==> config.mk <==
export PLATFORM = sky130hd
export DESIGN_NAME = execute_stage_md
export DESIGN_NICKNAME = d
export VERILOG_FILES = /design/src/rtl/execute_pkg.sv /design/src/rtl/muldiv_iter.sv /design/src/rtl/execute_stage_md.sv
export SDC_FILE = /design/constraint.sdc
export NUM_CORES = 2
export LEC_CHECK = 0
export CAP_MARGIN = 20
export CORE_UTILIZATION = 40
export DETAILED_ROUTE_END_ITERATION = 8
export PLACE_DENSITY = 0.65
export SYNTH_ARGS = -nofsm -noshare
export SYNTH_HDL_FRONTEND = slang
export SYNTH_HIERARCHICAL = 1
export SYNTH_SLANG_ARGS = --single-unit
==> constraint.sdc <==
create_clock -name clk_i -period 8.1 [get_ports clk_i]
set_clock_uncertainty 0.1 [all_clocks]
set_input_delay 0.81 -clock clk_i [delete_from_list [all_inputs] [get_ports clk_i]]
set_output_delay 0.81 -clock clk_i [all_outputs]
set_load 0.01 [all_outputs]
==> src/rtl/execute_pkg.sv <==
// -----------------------------------------------------------------------------
// execute_pkg
// Shared types for the execute stage and its iterative multiply/divide unit.
//   alu_ctrl_e : single-cycle ALU operation after decode
//   md_op_e    : M-extension operation, encoded exactly as funct3
//   fwd_sel_e  : operand forwarding source select
//   md_state_e : multiply/divide sequencer state
// -----------------------------------------------------------------------------
package execute_pkg;

    localparam int DEFAULT_XLEN = 32;

    typedef enum logic [3:0] {
        ALU_ADD,
        ALU_SUB,
        ALU_SLL,
        ALU_SLT,
        ALU_SLTU,
        ALU_XOR,
        ALU_SRL,
        ALU_SRA,
        ALU_OR,
        ALU_AND
    } alu_ctrl_e;

    typedef enum logic [2:0] {
        MD_MUL    = 3'b000,
        MD_MULH   = 3'b001,
        MD_MULHSU = 3'b010,
        MD_MULHU  = 3'b011,
        MD_DIV    = 3'b100,
        MD_DIVU   = 3'b101,
        MD_REM    = 3'b110,
        MD_REMU   = 3'b111
    } md_op_e;

    typedef enum logic [1:0] {
        FWD_REG     = 2'b00,
        FWD_MEM     = 2'b01,
        FWD_WB      = 2'b10,
        FWD_REG_ALT = 2'b11
    } fwd_sel_e;

    typedef enum logic [1:0] {
        MD_IDLE,
        MD_BUSY,
        MD_DONE
    } md_state_e;

endpackage

==> src/rtl/muldiv_iter.sv <==
// -----------------------------------------------------------------------------
// muldiv_iter
// Iterative RV32M/RV64M unit: shift-add multiply and restoring divide share one
// 2*XLEN accumulator and run one step per clock on operand magnitudes; the sign
// is fixed up when the result is presented.
//   clk_i, rst_ni : clock, async active-low reset
//   start         : launch an op (only honoured in IDLE)
//   op, a, b      : operation and operands, latched on launch
//   flush         : abandon any op, back to IDLE
//   hold          : keep the finished result presented (downstream stalled)
//   busy, done    : sequencer in BUSY / DONE
//   result        : finished result, valid while done
// -----------------------------------------------------------------------------
module muldiv_iter
    import execute_pkg::*;
#(
    parameter int XLEN = DEFAULT_XLEN
) (
    input  logic            clk_i,
    input  logic            rst_ni,
    input  logic            start,
    input  md_op_e          op,
    input  logic [XLEN-1:0] a,
    input  logic [XLEN-1:0] b,
    input  logic            flush,
    input  logic            hold,
    output logic            busy,
    output logic            done,
    output logic [XLEN-1:0] result
);

    localparam int CW = $clog2(XLEN);
    localparam logic [XLEN-1:0] MIN_VAL = {1'b1, {(XLEN-1){1'b0}}};

    md_state_e         state_q, state_d;
    logic [CW-1:0]     cnt_q;
    logic [2*XLEN-1:0] acc_q, acc_step, prod;
    logic [XLEN-1:0]   opnd_q, quo, rem;
    md_op_e            op_q;
    logic              neg_lo_q, neg_hi_q, special_q;

    logic              is_div, sgn_a, sgn_b, neg_a, neg_b, div_zero, div_ovf;
    logic [XLEN-1:0]   mag_a, mag_b, special_res;
    logic [XLEN:0]     mul_sum, div_shift, div_diff;

    // Launch-time operand preparation: magnitudes, and the two divide cases
    // whose answer is fixed so the sequencer can skip straight to DONE.
    always_comb begin
        is_div      = op[2];
        sgn_a       = (op == MD_MULH) || (op == MD_MULHSU) || (op == MD_DIV) || (op == MD_REM);
        sgn_b       = (op == MD_MULH) || (op == MD_DIV) || (op == MD_REM);
        neg_a       = sgn_a && a[XLEN-1];
        neg_b       = sgn_b && b[XLEN-1];
        mag_a       = neg_a ? -a : a;
        mag_b       = neg_b ? -b : b;
        div_zero    = is_div && (b == '0);
        div_ovf     = is_div && sgn_b && (a == MIN_VAL) && (b == '1);
        special_res = '0;
        if (div_zero) begin
            special_res = op[1] ? a : '1;
        end else begin
            special_res = op[1] ? '0 : a;
        end
    end

    // One iteration: multiply adds the multiplicand when the low multiplier
    // bit is set then shifts right; divide shifts the remainder/quotient pair
    // left and keeps the trial subtraction only when it does not go negative.
    always_comb begin
        mul_sum   = {1'b0, acc_q[2*XLEN-1:XLEN]} + (acc_q[0] ? {1'b0, opnd_q} : '0);
        div_shift = {acc_q[2*XLEN-1:XLEN], acc_q[XLEN-1]};
        div_diff  = div_shift - {1'b0, opnd_q};
        acc_step  = {mul_sum, acc_q[XLEN-1:1]};
        if (op_q[2]) begin
            if (div_diff[XLEN]) begin
                acc_step = {div_shift[XLEN-1:0], acc_q[XLEN-2:0], 1'b0};
            end else begin
                acc_step = {div_diff[XLEN-1:0], acc_q[XLEN-2:0], 1'b1};
            end
        end
    end

    // Sequencer next state; flush beats everything else.
    always_comb begin
        state_d = state_q;
        if (flush) begin
            state_d = MD_IDLE;
        end else begin
            case (state_q)
                MD_IDLE: if (start) state_d = (div_zero || div_ovf) ? MD_DONE : MD_BUSY;
                MD_BUSY: if (cnt_q == '0) state_d = MD_DONE;
                MD_DONE: if (!hold) state_d = MD_IDLE;
                default: state_d = MD_IDLE;
            endcase
        end
    end

    // Sequencer state register.
    always_ff @(posedge clk_i or negedge rst_ni) begin
        if (!rst_ni) begin
            state_q <= MD_IDLE;
        end else begin
            state_q <= state_d;
        end
    end

    // Operand latches, iteration counter and accumulator. Special-case divides
    // park their fixed answer in the low half of the accumulator.
    always_ff @(posedge clk_i or negedge rst_ni) begin
        if (!rst_ni) begin
            cnt_q     <= '0;
            acc_q     <= '0;
            opnd_q    <= '0;
            op_q      <= MD_MUL;
            neg_lo_q  <= 1'b0;
            neg_hi_q  <= 1'b0;
            special_q <= 1'b0;
        end else if (!flush && state_q == MD_IDLE && start) begin
            cnt_q     <= CW'(XLEN-1);
            op_q      <= op;
            neg_lo_q  <= neg_a ^ neg_b;
            neg_hi_q  <= neg_a;
            special_q <= div_zero || div_ovf;
            opnd_q    <= is_div ? mag_b : mag_a;
            if (div_zero || div_ovf) begin
                acc_q <= {{XLEN{1'b0}}, special_res};
            end else begin
                acc_q <= {{XLEN{1'b0}}, is_div ? mag_a : mag_b};
            end
        end else if (!flush && state_q == MD_BUSY) begin
            cnt_q <= cnt_q - CW'(1);
            acc_q <= acc_step;
        end
    end

    // Sign correction and half selection of the finished accumulator.
    always_comb begin
        prod   = neg_lo_q ? -acc_q : acc_q;
        quo    = neg_lo_q ? -acc_q[XLEN-1:0] : acc_q[XLEN-1:0];
        rem    = neg_hi_q ? -acc_q[2*XLEN-1:XLEN] : acc_q[2*XLEN-1:XLEN];
        result = prod[XLEN-1:0];
        if (special_q) begin
            result = acc_q[XLEN-1:0];
        end else begin
            case (op_q)
                MD_MUL:                         result = prod[XLEN-1:0];
                MD_MULH, MD_MULHSU, MD_MULHU:   result = prod[2*XLEN-1:XLEN];
                MD_DIV, MD_DIVU:                result = quo;
                default:                        result = rem;
            endcase
        end
    end

    assign busy = (state_q == MD_BUSY);
    assign done = (state_q == MD_DONE);

endmodule

==> src/rtl/execute_stage_md.sv <==
// -----------------------------------------------------------------------------
// execute_stage_md
// Execute stage with operand forwarding, single-cycle ALU, iterative M unit and
// the EX/MEM pipeline register.
//   clk_i, reset_ni        : clock, async active-low reset (sync release inside)
//   valid_i / ready_o      : ID/EX handshake; ready_o low holds upstream
//   stall_i, flush_i       : MEM back-pressure, kill of the EX instruction
//   *_i control, alu_op_i, funct3_i, funct7_b5_i, funct7_b0_i : decode inputs
//   pc_i, rs1/rs2_data_i, imm_i, rd_i, fwd_a/b_i, wb_data_i   : operands
//   *_mem_o                : EX/MEM register contents
// -----------------------------------------------------------------------------
module execute_stage_md
    import execute_pkg::*;
#(
    parameter int XLEN       = DEFAULT_XLEN,
    parameter int REG_ADDR_W = 5
) (
    input  logic                  clk_i,
    input  logic                  reset_ni,
    input  logic                  valid_i,
    output logic                  ready_o,
    input  logic                  stall_i,
    input  logic                  flush_i,
    input  logic                  mem_to_reg_i,
    input  logic                  mem_write_i,
    input  logic                  mem_read_i,
    input  logic                  reg_write_i,
    input  logic                  branch_i,
    input  logic                  alu_src_i,
    input  logic [1:0]            alu_op_i,
    input  logic [2:0]            funct3_i,
    input  logic                  funct7_b5_i,
    input  logic                  funct7_b0_i,
    input  logic [XLEN-1:0]       pc_i,
    input  logic [XLEN-1:0]       rs1_data_i,
    input  logic [XLEN-1:0]       rs2_data_i,
    input  logic [XLEN-1:0]       imm_i,
    input  logic [REG_ADDR_W-1:0] rd_i,
    input  logic [1:0]            fwd_a_i,
    input  logic [1:0]            fwd_b_i,
    input  logic [XLEN-1:0]       wb_data_i,
    output logic                  valid_mem_o,
    output logic [XLEN-1:0]       alu_result_mem_o,
    output logic [XLEN-1:0]       pc_target_mem_o,
    output logic [XLEN-1:0]       store_data_mem_o,
    output logic                  zero_mem_o,
    output logic [REG_ADDR_W-1:0] rd_mem_o,
    output logic                  mem_to_reg_mem_o,
    output logic                  mem_write_mem_o,
    output logic                  mem_read_mem_o,
    output logic                  reg_write_mem_o,
    output logic                  branch_mem_o
);

    localparam int SHW = $clog2(XLEN);

    logic [1:0]      rst_sync_q;
    logic            rst_n;
    logic [XLEN-1:0] fwd_a, fwd_b, op_a, op_b, alu_out, md_result, ex_result;
    logic [SHW-1:0]  shamt;
    alu_ctrl_e       alu_ctrl;
    logic            is_m, md_busy, md_done;

    // Reset asserts immediately but releases on a clock edge so every flop
    // leaves reset in the same cycle.
    always_ff @(posedge clk_i or negedge reset_ni) begin
        if (!reset_ni) begin
            rst_sync_q <= 2'b00;
        end else begin
            rst_sync_q <= {rst_sync_q[0], 1'b1};
        end
    end

    assign rst_n = rst_sync_q[1];

    // Forwarding muxes; operand B swaps in the immediate for I-type and loads.
    always_comb begin
        case (fwd_sel_e'(fwd_a_i))
            FWD_MEM: fwd_a = alu_result_mem_o;
            FWD_WB:  fwd_a = wb_data_i;
            default: fwd_a = rs1_data_i;
        endcase
        case (fwd_sel_e'(fwd_b_i))
            FWD_MEM: fwd_b = alu_result_mem_o;
            FWD_WB:  fwd_b = wb_data_i;
            default: fwd_b = rs2_data_i;
        endcase
        op_a = fwd_a;
        op_b = alu_src_i ? imm_i : fwd_b;
    end

    // ALU decode. Only R-type uses funct7 bit 5 to pick SUB; both R and I
    // forms use it to pick the arithmetic right shift.
    always_comb begin
        alu_ctrl = ALU_ADD;
        case (alu_op_i)
            2'b00: alu_ctrl = ALU_ADD;
            2'b01: alu_ctrl = ALU_SUB;
            default: begin
                case (funct3_i)
                    3'b000:  alu_ctrl = (alu_op_i == 2'b10 && funct7_b5_i) ? ALU_SUB : ALU_ADD;
                    3'b001:  alu_ctrl = ALU_SLL;
                    3'b010:  alu_ctrl = ALU_SLT;
                    3'b011:  alu_ctrl = ALU_SLTU;
                    3'b100:  alu_ctrl = ALU_XOR;
                    3'b101:  alu_ctrl = funct7_b5_i ? ALU_SRA : ALU_SRL;
                    3'b110:  alu_ctrl = ALU_OR;
                    default: alu_ctrl = ALU_AND;
                endcase
            end
        endcase
    end

    assign shamt = op_b[SHW-1:0];

    // Single-cycle ALU.
    always_comb begin
        case (alu_ctrl)
            ALU_SUB:  alu_out = op_a - op_b;
            ALU_SLL:  alu_out = op_a << shamt;
            ALU_SLT:  alu_out = {{(XLEN-1){1'b0}}, ($signed(op_a) < $signed(op_b))};
            ALU_SLTU: alu_out = {{(XLEN-1){1'b0}}, (op_a < op_b)};
            ALU_XOR:  alu_out = op_a ^ op_b;
            ALU_SRL:  alu_out = op_a >> shamt;
            ALU_SRA:  alu_out = $unsigned($signed(op_a) >>> shamt);
            ALU_OR:   alu_out = op_a | op_b;
            ALU_AND:  alu_out = op_a & op_b;
            default:  alu_out = op_a + op_b;
        endcase
    end

    assign is_m = (alu_op_i == 2'b10) && funct7_b0_i;

    muldiv_iter #(
        .XLEN(XLEN)
    ) u_muldiv (
        .clk_i  (clk_i),
        .rst_ni (rst_n),
        .start  (valid_i && is_m && !md_busy && !md_done),
        .op     (md_op_e'(funct3_i)),
        .a      (op_a),
        .b      (op_b),
        .flush  (flush_i),
        .hold   (stall_i),
        .busy   (md_busy),
        .done   (md_done),
        .result (md_result)
    );

    assign ex_result = is_m ? md_result : alu_out;

    // An M op holds upstream until its result is sitting in DONE.
    assign ready_o = !stall_i && !(valid_i && is_m && !md_done);

    // EX/MEM register. Bubbles and flushed slots clear valid and every
    // side-effecting control; their data fields simply keep the old values.
    always_ff @(posedge clk_i or negedge rst_n) begin
        if (!rst_n) begin
            valid_mem_o      <= 1'b0;
            alu_result_mem_o <= '0;
            pc_target_mem_o  <= '0;
            store_data_mem_o <= '0;
            zero_mem_o       <= 1'b0;
            rd_mem_o         <= '0;
            mem_to_reg_mem_o <= 1'b0;
            mem_write_mem_o  <= 1'b0;
            mem_read_mem_o   <= 1'b0;
            reg_write_mem_o  <= 1'b0;
            branch_mem_o     <= 1'b0;
        end else if (flush_i || (!stall_i && !ready_o)) begin
            valid_mem_o      <= 1'b0;
            mem_to_reg_mem_o <= 1'b0;
            mem_write_mem_o  <= 1'b0;
            mem_read_mem_o   <= 1'b0;
            reg_write_mem_o  <= 1'b0;
            branch_mem_o     <= 1'b0;
        end else if (!stall_i) begin
            valid_mem_o      <= valid_i;
            alu_result_mem_o <= ex_result;
            pc_target_mem_o  <= pc_i + imm_i;
            store_data_mem_o <= fwd_b;
            zero_mem_o       <= (ex_result == '0);
            rd_mem_o         <= rd_i;
            mem_to_reg_mem_o <= valid_i && mem_to_reg_i;
            mem_write_mem_o  <= valid_i && mem_write_i;
            mem_read_mem_o   <= valid_i && mem_read_i;
            reg_write_mem_o  <= valid_i && reg_write_i;
            branch_mem_o     <= valid_i && branch_i;
        end
    end

endmodule

==> reports/results.txt <==
The tools report the final design instance area without fill as 35300 um2. The run gives 7.25 ns as the arrival time at the worst endpoint. By area the synthesized netlist is led by dfrtp_1, ha_1, o21ai_0. The worst register-to-register path has a depth of 20.

Combinational logic burns 65.0% of the power. The area of placed instances was 34200 um2. During I/O placement, the number of pins put on the boundary was 296. Synthesis inferred 219 register bits. A synthesized cell averages 7.18 um2. The count of final setup violators is 0. The worst endpoint required time was 8.58 ns. Reg-to-reg startpoint: u_muldiv/acc_q[4].

The first TritonRoute pass finished after 8 iterations. The min-delay analysis places its worst path in the category input pin to async pin. The share of final-layout standard cells stronger than drive strength 1 is 7.10%, and the switching component of the power is 5.23 mW. The register cell area after layout was 5490 um2; the area share of the largest cell type after synthesis was 18.2%. The count of antenna-violating nets left after detailed routing was 0; the switching portion of total power was 53.4%. The start-to-end type of the worst setup path is input pin to flop. The number of clock buffers added by TritonCTS is 30. The maximum fanout along the worst path was 49. After detailed routing, the number of remaining DRC violations is 0. The cell internal power dissipation was 4.57 mW; the vertical die dimension was 276 um. The worst-case clock buffer depth came out at 3. The row count was 100; the average detailed-routed wire length per instance was 31.5 um. The clock transition time at the flip-flop clock pins of the worst setup and hold paths is 0.08 ns, and the global-route wire length before repair is 242 mm.

The worst path in the final design needs a cycle of 6.77 ns, including I/O delays and setup. After synthesis, the most frequently instantiated cells are nand2_1, o21ai_0, nor2_1. The tools report the initial antenna violation count as 7. Of all cell types, the one taking the most synthesized area is dfrtp_1. The analysis attributes to cell leakage a power of 14.8 nW. The headroom to the max-slew limit is 15.4%, and the power density normalized to cell area is 277 nW/um2. For this configuration, the core starts out at a cell density of 40.4%.

TritonCTS built the clock tree. The count of yosys warnings during synthesis was 6. The clock root buffer master was clkbuf_16.

The synthesis-to-layout area growth works out to 17.4%. After legalization and detailed placement, the total HPWL measured 134 mm. The run gives 22800 um2 as the area of the multi-input gates.

For the number of endpoints with negative hold slack in the final report, the log shows 0. The tools report the filler cell count as 7540. In the synthesized netlist the async set-or-reset flop fraction comes to 100%. At the end of the flow, the number of nets in the layout was 4763. Counting distinct cell types in the post-synthesis netlist gives 102. For the number of DRC markers after the initial detailed-route iteration, the log shows 3700. The most frequently used cell type in the post-synthesis netlist was nand2_1. The horizontal die dimension came out at 276 um.

Sort of element at the end of the critical path: a flop. Setup repair after global routing left no endpoint under its margin. Entering global routing, the biggest net connects 123 pins.

The number of slew-limit violations in the final report is 0, and the number of global-route vias before repair is 33.9k. Summed over all failing endpoints, the final setup total negative slack is 0 ns. For this run, the register share of the synthesized area comes to 18.2%.

The logs give 4585 for the number of nets produced by synthesis and 1.08 for the routability-driven placement congestion ratio. Post-CTS timing repair inserted 0 buffers for setup. The synthesized netlist occupies a cell area of 30100 um2. For the worst vdd rail ir drop, the log shows 0.186 mV. For the worst-skew pair, the clock arrives at the later sink with an insertion delay of 0.65 ns. The top flip-flop cell by instance count after synthesis is dfrtp_1. The cell count after synthesis came out at 4190. The worst setup path is launched from an input pin.

H-tree depth: 1. The die covers 76300 um2. The tools report the reg-to-reg setup timing slack as 1.56 ns. The pin slew with the least headroom to its limit is 1.23 ns, and the clock power share is 15.3%. The TritonCTS sink count came out at 219. The logs give 169 mm for the aggregate routed wire length and 42.5% for the all-layer global routing usage. The post-route clock period utilization was 83.6%; the mean number of vias per cell was 6.64. The sequential share of power came out at 19.8%. The end of the worst register-to-register path was zero_mem_o. Summed over all layers, the global routing overflow is 0. Buffers inserted to repair hold after CTS numbered 0. Fmax: 148 MHz.

In this run, synthesis inferred 0 flip-flops with an integrated enable. Input and output buffers added on the ports amount to 295. Across the run, the number of max-cap violations was 0. The logs give 74400 um2 for the area of the placeable core and 35.6k for the total number of vias.

The run finished with clean final reports. Post-cts repair resize count: 0.
-- cell type report --
type                    count  area share [%]
multi-input cells        3486            64.4
diodes                      3          0.0212
flip-flops and latches    219            15.5
repair buffers            444            11.5
inverters                 187            1.99
well taps                 969            3.43
clock inverters            24           0.868
clock buffers              32            2.17
-- metal layers --
| layer | track usage (%) | routed length [um] | share of wire, % | up-vias |
|---|---|---|---|---|
| met5 | 0 | 60 | 0.036 | - |
| met4 | 26.3 | 12400 | 7.3 | 8 |
| met3 | 9.30 | 14300 | 8.5 | 544 |
| met2 | 69.0 | 76200 | 45 | 2013 |
| met1 | 51.3 | 66000 | 39 | 17292 |
| li1 | - | - | - | 15782 |
-- worst max-delay path: stages --
cell	delay [ns]
clkdlybuf4s50_1	0.48
inv_1	0.05
ha_2	0.53
buf_4	0.52
nor2_1	0.11
a21oi_1	0.17
o21a_1	0.28
inv_1	0.19
ha_1	0.29
a2111o_1	0.42
o211a_1	0.31
o211ai_1	0.35
o211ai_1	0.30
a31oi_1	0.47
xor2_1	0.14
a2111oi_2	0.40
a31oi_1	0.18
or4_1	0.57
nor4_1	0.37
nand4_1	0.15
o21ai_1	0.15
-- layout by cell type, fill, tap and decap left out, drive strengths merged, types with 65 or more instances in the layout --
| cell | instances |
|---|---|
| o21ai | 413 |
| nand2 | 483 |
| o22ai | 65 |
| xor2 | 117 |
| inv | 192 |
| nor3 | 85 |
| a22oi | 102 |
| nor2 | 376 |
| ha | 203 |
| mux2i | 157 |
| nand3 | 67 |
| a21oi | 334 |
| xnor2 | 124 |
| buf | 153 |
| dfrtp | 219 |
| clkdlybuf4s50 | 291 |
-- state kept, by name, summed over array words and instances, names as in the netlist, 2 cells and up --
signal and count:
u_muldiv/acc_q 64, alu_result_mem_o 32, pc_target_mem_o 32, store_data_mem_o 32, u_muldiv/opnd_q 32, rd_mem_o 5
u_muldiv/cnt_q 5, u_muldiv/op_q 3, rst_sync_q 2, u_muldiv/state_q 2
-- power groups by stage --
stage	Sequential (mW)	Clock [mW]	Combinational, mW
after floorplan	1.71	0	4.03
after global placement	1.93	0	6.11
after detailed placement	1.93	0	6.11
after CTS	1.91	1.51	6.15
after global routing	1.97	1.55	6.76
final	1.94	1.49	6.36
-- cells by family (layout without fill, tap and decap cells) --
| group | count (synthesis) | in the layout | share of synthesized area [%] |
|---|---|---|---|
| multiplexers | 174 | 174 | 5.86 |
| XOR/XNOR | 241 | 241 | 7.01 |
| AND/OR/NAND/NOR | 1319 | 1319 | 20.4 |
| other | 1 | 4 | 0.0125 |
| AO/OA/AOI/OAI | 1543 | 1543 | 33.4 |
| flip-flops | 219 | 219 | 18.2 |
| adder cells (fa/ha/maj) | 208 | 208 | 8.77 |
| buffers and inverters | 485 | 687 | 6.42 |
-- how the worst max path moves through the flow --
stage	slack [ns]	depth (start not counted)	endpoint	start
finish	1.33	21	zero_mem_o	fwd_b_i[0]
global route	1.05	21	zero_mem_o	fwd_b_i[0]
CTS	1.51	21	zero_mem_o	fwd_b_i[0]
detailed placement	0.85	21	zero_mem_o	fwd_b_i[0]
global placement	1.01	21	zero_mem_o	fwd_b_i[0]
floorplan	1.45	0	alu_result_mem_o[0]	rst_sync_q[1]
-- stage by stage --
step / total power [mW] / hold WS, ns / cells / utilization [%] / setup slack, ns
2_1_floorplan: 5.73 / 0.231 / 4190 / - / 1.45
3_3_place_gp: 8.03 / 0.240 / 5302 / 46.0 / 1.01
3_5_place_dp: 8.04 / 0.241 / 5304 / 46.0 / 0.849
4_1_cts: 9.58 / 0.212 / 5360 / 47.4 / 1.51
5_1_grt: 10.3 / 0.230 / 5361 / 47.4 / 1.05
6_report: 9.79 / 0.221 / 5364 / 47.5 / 1.33
Power figures use the tool's default switching activity.
